===== config.mk =====
export PLATFORM = sky130hd
export DESIGN_NAME = image_refill_scheduler
export DESIGN_NICKNAME = d
export VERILOG_FILES = /design/src/rtl/image_ctrl_pkg.sv /design/src/rtl/refill_beat_counter.sv /design/src/rtl/image_refill_scheduler.sv
export SDC_FILE = /design/constraint.sdc
export NUM_CORES = 1
export LEC_CHECK = 0
export ABC_AREA = 1
export CAP_MARGIN = 10
export CORE_ASPECT_RATIO = 0.5
export CORE_MARGIN = 2
export CORE_UTILIZATION = 23
export DETAILED_ROUTE_END_ITERATION = 12
export PLACE_DENSITY_LB_ADDON = 0.1
export RECOVER_POWER = 25
export SLEW_MARGIN = 40
export SYNTH_ARGS = -nofsm -noshare
export SYNTH_HDL_FRONTEND = slang
export SYNTH_SLANG_ARGS = --single-unit
export TNS_END_PERCENT = 30

===== constraint.sdc =====
create_clock -name s_axi_aclk -period 3.8 [get_ports s_axi_aclk]
set_clock_uncertainty 0.1 [all_clocks]
set_input_delay 0.57 -clock s_axi_aclk [delete_from_list [all_inputs] [get_ports s_axi_aclk]]
set_output_delay 0.57 -clock s_axi_aclk [all_outputs]
set_load 0.02 [all_outputs]

===== src/rtl/image_ctrl_pkg.sv =====
// Shared types and constants for the ImageController refill path.
// Register offsets mirror the AXI slave decode.
package image_ctrl_pkg;

    typedef enum logic [2:0] {
        IDLE,
        SELECT,
        REQ,
        FILL,
        COMMIT
    } sched_state_t;

    localparam logic [7:0] IMG_STATUS_OFS = 8'h00;
    localparam logic [7:0] IMG_SIZE_OFS   = 8'h20;
    localparam logic [7:0] IMG_DATA_OFS   = 8'h30;
    localparam logic [7:0] IMG_ACK_OFS    = 8'h40;

    localparam int DEF_CHUNK_BEATS = 625;

endpackage


===== src/rtl/refill_beat_counter.sv =====
// Saturating beat counter for one chunk fill.
// Reports full and flags a beat that arrives once already full.
module refill_beat_counter #(
    parameter int MAX_BEATS = 625,
    parameter int CNT_W     = 10
) (
    input  logic i_clk,
    input  logic i_rst,
    input  logic i_clr,
    input  logic i_inc,
    output logic o_full,
    output logic o_ovf
);

    localparam logic [CNT_W-1:0] LIM = CNT_W'(MAX_BEATS);

    logic [CNT_W-1:0] r_count;

    always_ff @(posedge i_clk) begin
        if (i_rst || i_clr) begin
            r_count <= '0;
        end else if (i_inc && !o_full) begin
            r_count <= r_count + 1'b1;
        end
    end

    assign o_full = (r_count == LIM);
    assign o_ovf  = i_inc && o_full;

endmodule


===== src/rtl/image_refill_scheduler.sv =====
// Ping-pong refill sequencer: raises refill requests to the host,
// counts data beats, validates completion and publishes filled halves.
module image_refill_scheduler
    import image_ctrl_pkg::*;
#(
    parameter int CHUNK_BEATS = DEF_CHUNK_BEATS,
    parameter int CHUNK_IDX_W = 16,
    parameter int BEAT_CNT_W  = 10
) (
    input  logic                   s_axi_aclk,
    input  logic                   s_axi_areset,
    input  logic                   enable,
    input  logic [CHUNK_IDX_W-1:0] num_chunks,
    input  logic                   image_change,
    input  logic                   status_rd,
    input  logic                   beat_wr,
    input  logic                   ack_wr,
    input  logic                   consume_done,
    input  logic                   consume_buf,
    output logic                   irq_signal,
    output logic [31:0]            status_word,
    output logic                   fill_buf,
    output logic [1:0]             buf_full,
    output logic                   err_overflow,
    output logic                   err_short,
    output logic                   err_spurious
);

    sched_state_t           r_state;
    sched_state_t           w_next;
    logic                   r_irq;
    logic                   r_fill_buf;
    logic [1:0]             r_buf_full;
    logic [CHUNK_IDX_W-1:0] r_chunk_idx;
    logic [CHUNK_IDX_W-1:0] r_num_chunks;
    logic                   r_en_d;
    logic                   r_err_ovf;
    logic                   r_err_short;
    logic                   r_err_spur;

    logic                   w_abort;
    logic                   w_in_fill;
    logic                   w_start;
    logic                   w_inc;
    logic                   w_cnt_full;
    logic                   w_ovf;
    logic                   w_commit;
    logic                   w_sel_toggle;
    logic [1:0]             w_full_next;
    logic [CHUNK_IDX_W-1:0] w_idx_inc;
    logic [CHUNK_IDX_W-1:0] w_idx_next;

    // A frame restart beats every other strobe in the same cycle
    assign w_abort    = enable && image_change && (r_state != IDLE);
    assign w_in_fill  = (r_state == FILL);
    assign w_start    = (r_state == REQ) && status_rd;
    assign w_inc      = beat_wr && w_in_fill && !w_abort;
    assign w_commit   = (r_state == COMMIT);
    assign w_idx_inc  = r_chunk_idx + 1'b1;
    assign w_idx_next = (w_idx_inc == r_num_chunks) ? '0 : w_idx_inc;

    refill_beat_counter #(
        .MAX_BEATS(CHUNK_BEATS),
        .CNT_W    (BEAT_CNT_W)
    ) u_cnt (
        .i_clk (s_axi_aclk),
        .i_rst (s_axi_areset),
        .i_clr (w_abort || w_start),
        .i_inc (w_inc),
        .o_full(w_cnt_full),
        .o_ovf (w_ovf)
    );

    always_comb begin
        w_next       = r_state;
        w_sel_toggle = 1'b0;
        if (!enable) begin
            w_next = IDLE;
        end else if (w_abort) begin
            w_next = SELECT;
        end else begin
            unique case (r_state)
                IDLE:   w_next = SELECT;
                SELECT: begin
                    if (!r_buf_full[r_fill_buf]) begin
                        w_next = REQ;
                    end else if (!r_buf_full[~r_fill_buf]) begin
                        w_next       = REQ;
                        w_sel_toggle = 1'b1;
                    end
                end
                REQ:    if (status_rd) w_next = FILL;
                FILL:   if (ack_wr) w_next = w_cnt_full ? COMMIT : REQ;
                COMMIT: w_next = SELECT;
                default: w_next = IDLE;
            endcase
        end
    end

    // Commit is applied after the drain clear so a same-half set wins
    always_comb begin
        w_full_next = r_buf_full;
        if (consume_done) w_full_next[consume_buf] = 1'b0;
        if (w_commit)     w_full_next[r_fill_buf]  = 1'b1;
    end

    always_ff @(posedge s_axi_aclk) begin
        if (s_axi_areset) begin
            r_state      <= IDLE;
            r_irq        <= 1'b0;
            r_fill_buf   <= 1'b0;
            r_buf_full   <= '0;
            r_chunk_idx  <= '0;
            r_num_chunks <= '0;
            r_en_d       <= 1'b0;
        end else begin
            r_state <= w_next;
            r_en_d  <= enable;
            r_irq   <= (r_state == REQ) && (w_next == REQ);
            if (!enable) begin
                r_buf_full <= '0;
            end else if (r_state == IDLE) begin
                r_buf_full   <= '0;
                r_fill_buf   <= 1'b0;
                r_chunk_idx  <= '0;
                r_num_chunks <= num_chunks;
            end else if (w_abort) begin
                r_buf_full  <= '0;
                r_fill_buf  <= 1'b0;
                r_chunk_idx <= '0;
            end else begin
                r_buf_full <= w_full_next;
                if (w_sel_toggle || w_commit) r_fill_buf <= ~r_fill_buf;
                if (w_commit) r_chunk_idx <= w_idx_next;
            end
        end
    end

    always_ff @(posedge s_axi_aclk) begin
        if (s_axi_areset || (enable && !r_en_d)) begin
            r_err_ovf   <= 1'b0;
            r_err_short <= 1'b0;
            r_err_spur  <= 1'b0;
        end else if (!w_abort) begin
            if (w_ovf) r_err_ovf <= 1'b1;
            if (ack_wr && w_in_fill && !w_cnt_full) r_err_short <= 1'b1;
            if ((beat_wr || ack_wr) && !w_in_fill) r_err_spur <= 1'b1;
        end
    end

    assign irq_signal   = r_irq;
    assign fill_buf     = r_fill_buf;
    assign buf_full     = r_buf_full;
    assign status_word  = {15'b0, r_fill_buf, 16'(r_chunk_idx)};
    assign err_overflow = r_err_ovf;
    assign err_short    = r_err_short;
    assign err_spurious = r_err_spur;

endmodule


* Yosys cells after proc, flatten, opt, wreduce, memory -nomap -nowiden *
Cells that the tools add are included.

word-level totals
  register bits after elaboration = 53
  input port bits = 25
  logic and storage cells = 96
  output and inout bits = 39

cells by class
  add/sub/neg operators = 2
  reductions and logical operators = 35
  magnitude comparators = 5
  bitwise operators = 6
  multiplexer cells = 30
  equal/unequal tests = 7

operators with widths
  cell                                                         count
  two-way mux 16 bit                                           4
  two-way mux 3 bit                                            7
  adder 16 x 1 -> 16 bit (second input constant)               1
  equality test 16 bit                                         1
  logical AND 1 bit                                            14
  two-way mux 1 bit                                            14
  case mux 3 bit (4 select lines)                              1
  AND reduction 2 bit                                          6
  adder 10 x 1 -> 10 bit (second input constant)               1
  equality test 10 bit (second input constant)                 1
  equality test 3 x 2 -> 1 bit (second input constant)         3
  nonzero test 3 bit                                           3
  less-than comparator 1 x 2 -> 1 bit (second input constant)  3
  logical OR 1 bit                                             5
  zero test 1 bit                                              4
  two-way mux 2 bit                                            2
  OR reduction 4 bit                                           1
  equality test 3 x 1 -> 1 bit (second input constant)         1
  equality test 3 bit (second input constant)                  1
  zero test 3 bit                                              1
  NOT 1 bit                                                    3
  bitwise AND 2 bit                                            1
  demux 1 bit (select 1 bit)                                   2
  greater-or-equal comparator 1 bit (second input constant)    2
  other kinds (3)                                              3

* Longest topological paths before layout *
  depth after elaboration = 12
  mapped depth = 15
  mapped depth without buffers = 14

* Hierarchy *
Synthesis repeated with hierarchy kept, for this count alone.

second synthesis, totals
  cell total of the unflattened synthesis = 499
  area total of the unflattened synthesis = 3323.2 sq um

by module, submodules not included
  module                  area each (sq um)  cells each  instances
  image_refill_scheduler  2645.0             401         1
  refill_beat_counter     678.2              98          1

* Worst setup path after synthesis *
Ideal clock, no wire load.

  path type = register to register
  start = register r_chunk_idx[0]
  end = register r_chunk_idx[10]
  cell stages (with the launch flop) = 14
  period minus slack after synthesis = 2.163 ns
  setup time = 0.140 ns
  buffers on the path = 1
  data arrival time = 1.922 ns
  data required time = 3.560 ns
  path slack = 1.637 ns
  path through = dfxtp_1 -> ha_1 -> nand2_1 -> nor2_4 -> nand3_1 -> nand2_1 -> nand2_1 -> nand2_1 -> nand3_1 -> nor2_2 -> nand3_2 -> buf_6 -> nand2_2 -> a21oi_2

on the way
  cells in the longest elaborated chain, start to end = 6

ends and longest elaborated chain
  what                      RTL line                       RTL
  start, declared           image_refill_scheduler.sv:34   logic [CHUNK_IDX_W-1:0] r_chunk_idx;
  start signal, assigned    image_refill_scheduler.sv:134  if (w_commit) r_chunk_idx <= w_idx_next;
  adder 16 x 1 -> 16 bit *  image_refill_scheduler.sv:59   assign w_idx_inc = r_chunk_idx + 1'b1;
  equality test 16 bit      image_refill_scheduler.sv:60   assign w_idx_next = (w_idx_inc == r_num_chunks) ? '0 : w_idx_inc;
  two-way mux 16 bit *      image_refill_scheduler.sv:60
  two-way mux 16 bit *      image_refill_scheduler.sv:134
  two-way mux 16 bit *      image_refill_scheduler.sv:127  end else if (w_abort) begin
  two-way mux 16 bit *      image_refill_scheduler.sv:122  end else if (r_state == IDLE) begin

Every way passes the cells marked *; elsewhere a longest branch is shown, timed or not. The select of a mux whose other input is x is not followed.
A chain may end at the register's enable or synchronous reset.

* Worst setup path after layout *
  start = register r_chunk_idx[0]
  end = register r_chunk_idx[14]

The elaborated chain is that of the path after synthesis.

==> results by group <==
Layout
  • Antenna cells: 0
  • Layout Utilization: 29.04%
  • Filler Cell Count: 1,506
  • Most common cell after layout, fill and taps aside: nand2_1
  • Most frequent cells in the layout: nand2_1 (116), inv_1 (64), dfxtp_1 (53)
  • Multi-input logic area: 0.001718 mm2
  • Post-layout nets: 555
  • Layout Cell Area excl Fill: 0.003914 mm2
  • Share of cells above drive strength 1: around 9%
  • Reg area: 0.001061 mm2
  • P&R area growth vs syn: 24.27%
  • Post-Layout Cell Count: 704

Global routing
  • First-pass GRT wire length: 14,300 um
  • Largest net degree at the start of global routing: 28
  • Vias in the first global route: 2,887
  • Global Route Usage Sum: between 10% and 20%
  • Initial antenna violation count: 0
  • Gr ovfl total: 0

Yosys
  • Syn. warnings: 0
  • Synth top area share: 33.69%
  • Synthesized cell area: 0.003149 mm2
  • Largest area contributor in the netlist: dfxtp_1
  • Synth area leaders: dfxtp_1 (34%), nand2_1 (14%), nand3_1 (7.8%), inv_1 (7.6%), a21oi_1 (6.7%)
  • Synth Flop Type: dfxtp_1
  • Avg Synthesized Cell Area: 6.534 um2
  • FF+latch count, synth: 53
  • Post-synthesis cell type count: 33
  • Syn Inst Count: 482
  • EDFF count, synth: 0
  • Post-synthesis sequential area ratio: 33.69%
  • Async SR Flop Fraction: 0%

CTS
  • Post-CTS setup buffer count: 0
  • CTS tree: done
  • Total CTS buffers: 5
  • Cts hold-fix bufs: 0
  • Clk Latency, worst-skew pair: 0.30 ns
  • CTS root buffer: clkbuf_16
  • PostCTS Resize Cnt: 0
  • # H-tree levels: 2
  • Clk sink count: 53
  • Clock Path Buffers: 2
  • CTS clk-pin slew, worst paths: 0.07 ns

Place
  • Detailed Place HPWL: between 6000 and 7000 um
  • Inst Count DP: 696
  • Port bufs: 48
  • Routability Congestion: around 0.73
  • Placed cell areas: approximately 0.0037 mm2

Routing
  • DRC Markers: 0
  • Total routed wirelength: 8502 um
  • Starting DRC count in detailed routing: 164
  • Detailed Routing Iterations Pass 1: 4
  • Via density: 4.268
  • DRT antenna net count: 0
  • WL/cell: 12.08 um
  • Vias: between 3,000 and 4,000

Worst setup path
  • Largest stage delay on the critical path: slightly above 0.5 ns
  • CP endpoint kind: flip-flop
  • Max FO, Critical Path: 16
  • Slowest cell on crit path: dfxtp_1
  • Critical Path Start Type: flip-flop
  • WS Path Type: reg2reg
  • CP cell instances: ha_1 -> nand3_1 -> o21ai_0 -> nand2_1 -> nand2_1 -> nand2_1 -> nor2_1 -> nand2_1 -> nor2_2 -> nand3_2 -> nand2_1 -> a21oi_1
  • Worst r2r path cells: 12
  • R2r setup slk: between 1 and 1.5 ns
  • Worst EP arrival: 2.70 ns
  • Critical Path RT: 3.80 ns
  • Most Frequent Cell on Critical Path: nand2_1

Floorplanning
  • Overall die width: 169.5 um
  • # rows: 30
  • Initial Util: 23.37%
  • Core Area: approximately 0.013 mm2
  • Die height: between 80 and 90 um
  • I/O Pins: 64
  • Full die area: 0.01470 mm2

Job
  • Max cap viols: 1

Run status
  • Status: finished, violations left
  • Failing checks: capacitance limit, slew limit

Timing
  • Final Setup Violations: 0
  • Worst rel slew slack: -10.26%
  • Unrepaired setup endpoints after global routing: false
  • Final Slew Violations: 26
  • Least-Margin Pin Slew: roughly 1.7 ns
  • F_max: around 370 MHz
  • Period utilisation layout: roughly 71%
  • Setup TNS: 0 ns
  • Final hold violations: 0
  • Min cycle time layout: about 2.7 ns

Worst hold path
  • Type of the worst min-delay path: reg2reg
  • Hold Path Cell Cnt: 2

Power and ir drop
  • Lkg Pwr: 1.507 nW
  • Power per Cell Area: roughly 330 mW/mm2
  • VDD IR-drop max: ~160 uV
[worst max-delay path, delay by kind of cell (launching register included)]
| family | cells | cell delay, ns |
|---|---|---|
| AO/OA/AOI/OAI | 2 | 0.34 |
| AND/OR/NAND/NOR | 9 | 1.31 |
| adder cells (fa/ha/maj) | 1 | 0.26 |
| flip-flops | 1 | 0.51 |
[state kept, by name, indices dropped and copies added, names as in the netlist]
name / cells
err_overflow: 1
err_spurious: 1
irq_signal: 1
r_num_chunks: 16
u_cnt.r_count: 10
buf_full: 2
r_state: 3
fill_buf: 1
err_short: 1
r_chunk_idx: 16
r_en_d: 1
[final timing paths]
kind	startpoint	to
worst max-delay path	r_chunk_idx[0]$_SDFFE_PP0P_	r_chunk_idx[14]$_SDFFE_PP0P_
worst max register to register	r_chunk_idx[0]$_SDFFE_PP0P_	r_chunk_idx[14]$_SDFFE_PP0P_
worst min register to register	err_spurious$_SDFFE_PP0P_	err_spurious$_SDFFE_PP0P_
worst min-delay path	err_spurious$_SDFFE_PP0P_	err_spurious$_SDFFE_PP0P_
[layer usage]
layer | GRT usage, % | routed length (um)
met1 | 16.58 | 4418
met2 | 20.56 | 3708
met3 | 3.014 | 330
met4 | 2.331 | 46
met5 | 0 | 0
[through the flow]
| step | worst slack (ns) | total power, W | hold WS, ns |
|---|---|---|---|
| after global routing | 0.7728 | 0.001343 | 0.3760 |
| after floorplan | 1.637 | 0.0007060 | 0.3443 |
| after detailed placement | 0.9427 | 0.0007543 | 0.3533 |
| final | 1.096 | 0.001276 | 0.3535 |
| after global placement | 0.9869 | 0.0007547 | 0.3470 |
| after CTS | 1.097 | 0.001302 | 0.3647 |
[cell families (layout without fill, tap and decap cells)]
logic type               after synthesis  in the layout  synth area share [%]
XOR/XNOR                               2              2                0.5563
flip-flops                            53             53                 33.69
other                                  1             15                0.1191
AO/OA/AOI/OAI                         86             86                 15.22
AND/OR/NAND/NOR                      244            244                 35.72
adder cells (fa/ha/maj)                3              3                 1.192
buffers and inverters                 93            125                 13.51
[final cells by class]
cell class | instances | area share [%]
multi-input cells | 350 | 43.89
clock inverters | 2 | 0.9910
inverters | 66 | 6.330
well taps | 176 | 5.627
repair buffers | 51 | 12.76
clock buffers | 6 | 3.293
flip-flops and latches | 53 | 27.11
[power by group]
part,switching (W),leakage (nW),internal (W),total [W]
combinational,0.0000953,0.994,0.0000574,0.000153
clock,0.000225,0.0810,0.000313,0.000538
sequential,0.0000115,0.432,0.000573,0.000585
total,0.000331,1.51,0.000944,0.00128
[synth_stat cells (2+ instances only)]
library cell	n
nor2_1	38
buf_4	16
nor2_4	3
nand3_1	49
nor2_2	6
nand2_2	13
o211ai_1	2
dfxtp_1	53
a21oi_2	10
nor3b_1	2
a211oi_1	2
buf_6	2
inv_2	2
clkbuf_1	8
nor3_1	2
a21oi_1	42
ha_1	3
o21ai_0	28
nand4_1	8
nand2_1	117
inv_1	64
Note: power is estimated with default switching activity, not from simulation.
==> RTL change (same flow settings) <==
Encoding of `sched_state_t`: now one-hot (5 bits for 5 states).
--- a/src/rtl/image_ctrl_pkg.sv
+++ b/src/rtl/image_ctrl_pkg.sv
@@ -4,8 +4,8 @@
 
-    typedef enum logic [2:0] {
-        IDLE,
-        SELECT,
-        REQ,
-        FILL,
-        COMMIT
+    typedef enum logic [4:0] {
+        IDLE   = 5'b00001,
+        SELECT = 5'b00010,
+        REQ    = 5'b00100,
+        FILL   = 5'b01000,
+        COMMIT = 5'b10000
     } sched_state_t;
Formal check against the unedited RTL: same outputs for any inputs over 10 cycles, from zero or initial values and one cycle with s_axi_areset high; not proved beyond that.
==> RTL change against the original RTL <==
  * Cell area rose by 1.4%
  * Critical path depth fell by 6
  * Via count rose by 3.2%
  * Setup slack got worse by 0.044 ns
  * Total power fell by 3.1%
  * Register-to-register slack improved by 0.19 ns
  * Maximum frequency fell by 1.6%
  * First-iteration DRC count fell by 7.9%
  * Sequential power rose by 3.8%
  * Routed wire length rose by 1.7%
  * Synthesized area rose by 1.5%
  * Synthesized cell count fell by 0.21%
  * Sequential cell count rose by 2
==> RTL change: results (changes against the original RTL) <==
[setup_path]
critPathArrivalTime_ns = 2.82  ; was 2.70 ns
r2r_cells = 14  ; was 12
crit_end = u_cnt.r_count[4]$_SDFFE_PP0P_  ; was r_chunk_idx[14]$_SDFFE_PP0P_
cp_max_fo = 25  ; was 16
reg2reg_setup_slack_ns = 1.29  ; was 1.10 ns
path_delay_family = buffers and inverters  ; was simple AND/OR/NAND/NOR gates
rr_endpoint = r_chunk_idx[12]$_SDFFE_PP0P_  ; was r_chunk_idx[14]$_SDFFE_PP0P_

[sta]
finalCritPeriodShare_pct = 72.3  ; was 71.2%
worst_slew_pin_slew_ns = 1.25  ; was 1.65 ns

[grt]
gr-usage-met2_pct = 21.7  ; was 20.6%
gr-usage-met3_pct = 2.95  ; was 3.01%
grt_max_degree = 32  ; was 28
grt_util_all_layers_pct = 12.5  ; was 12.4%
use_met1_pct = 15.5  ; was 16.6%
grt_pass1_wl_um = 14600  ; was 14,300 um

[logic_synthesis]
synth_seq_area_share_pct = 34.4  ; was 33.7%
synthTopCellsByArea = dfxtp_1 34%, nand2_1 13%, a21oi_1 8.6%  ; was dfxtp_1 34%, nand2_1 14%, nand3_1 7.8%
synth.distinct_cells = 35  ; was 33
synthTopCellsByCount = 111 x nand2_1, 62 x inv_1, 55 x a21oi_1, 55 x dfxtp_1, 36 x nor2_1  ; was 117 x nand2_1, 64 x inv_1, 53 x dfxtp_1
syn-instance-count = 481  ; was 482

[drt]
first_iter_violations = 151  ; was 164
drt-met1-wl_um = 4220  ; was 4420 um
met3_length_um = 357  ; was 330 um
vias = 3101  ; was 3,005

[placed_design]
pre_cts_ws_ns = 1.18  ; was 0.943 ns
place_congestion = 0.776  ; was 0.727
dpl_cell_area_um2 = 3830  ; was 3750 um2
dp_cells = 712  ; was 696
hpwl_um = 6540  ; was 6510 um

[min_path]
min_to = r_num_chunks[12]$_SDFFE_PP0P_  ; was err_spurious$_SDFFE_PP0P_

[cells_and_area]
finalInstanceArea_um2 = 3970  ; was 3910 um2
clk_share_pct = 3.63  ; was 4.28%
buffer_area_share_pct = 12.8  ; about the same
buffers = 52  ; was 51
final-seq-area_um2 = 1100  ; was 1060 um2
seq_cell_count = 55  ; was 53
final_layout_size_suffix_gt1_share_pct = 7.02  ; was 9.09%
multi_input_area_share_pct = 43.9  ; about the same

[status]
status = finished clean  ; was finished, violations left

RTL change: worst reg2reg max path, cell delays in order (launching register included):
cell and delay (ns):
dfxtp_1 0.45, ha_1 0.25, nand2_1 0.10, nor2_4 0.19, nand2_1 0.07, nand2_1 0.12, nand2_1 0.07, nand2_1 0.06
nand2_1 0.05, nor2_1 0.09, nand2_1 0.06, nor2_2 0.11, nand3_2 0.36, nand2_1 0.19, a21oi_1 0.08
RTL change: power by group through the flow:
stage                     logic (mW)  clock network (mW)  registers [mW]
after CTS                      0.159               0.502           0.607
after global routing           0.178               0.524           0.610
after floorplan                0.109                   0           0.621
after global placement         0.158                   0           0.621
after detailed placement       0.159                   0           0.620
final                          0.156               0.474           0.607
RTL change: cells by family after synthesis:
kind of cell / Yosys count / share of synthesized area [%]
XOR/XNOR: 8 / 2.62
other: 1 / 0.117
adder cells (fa/ha/maj): 3 / 1.17
buffers and inverters: 90 / 12.8
AO/OA/AOI/OAI: 85 / 14.3
flip-flops: 55 / 34.4
AND/OR/NAND/NOR: 239 / 34.5
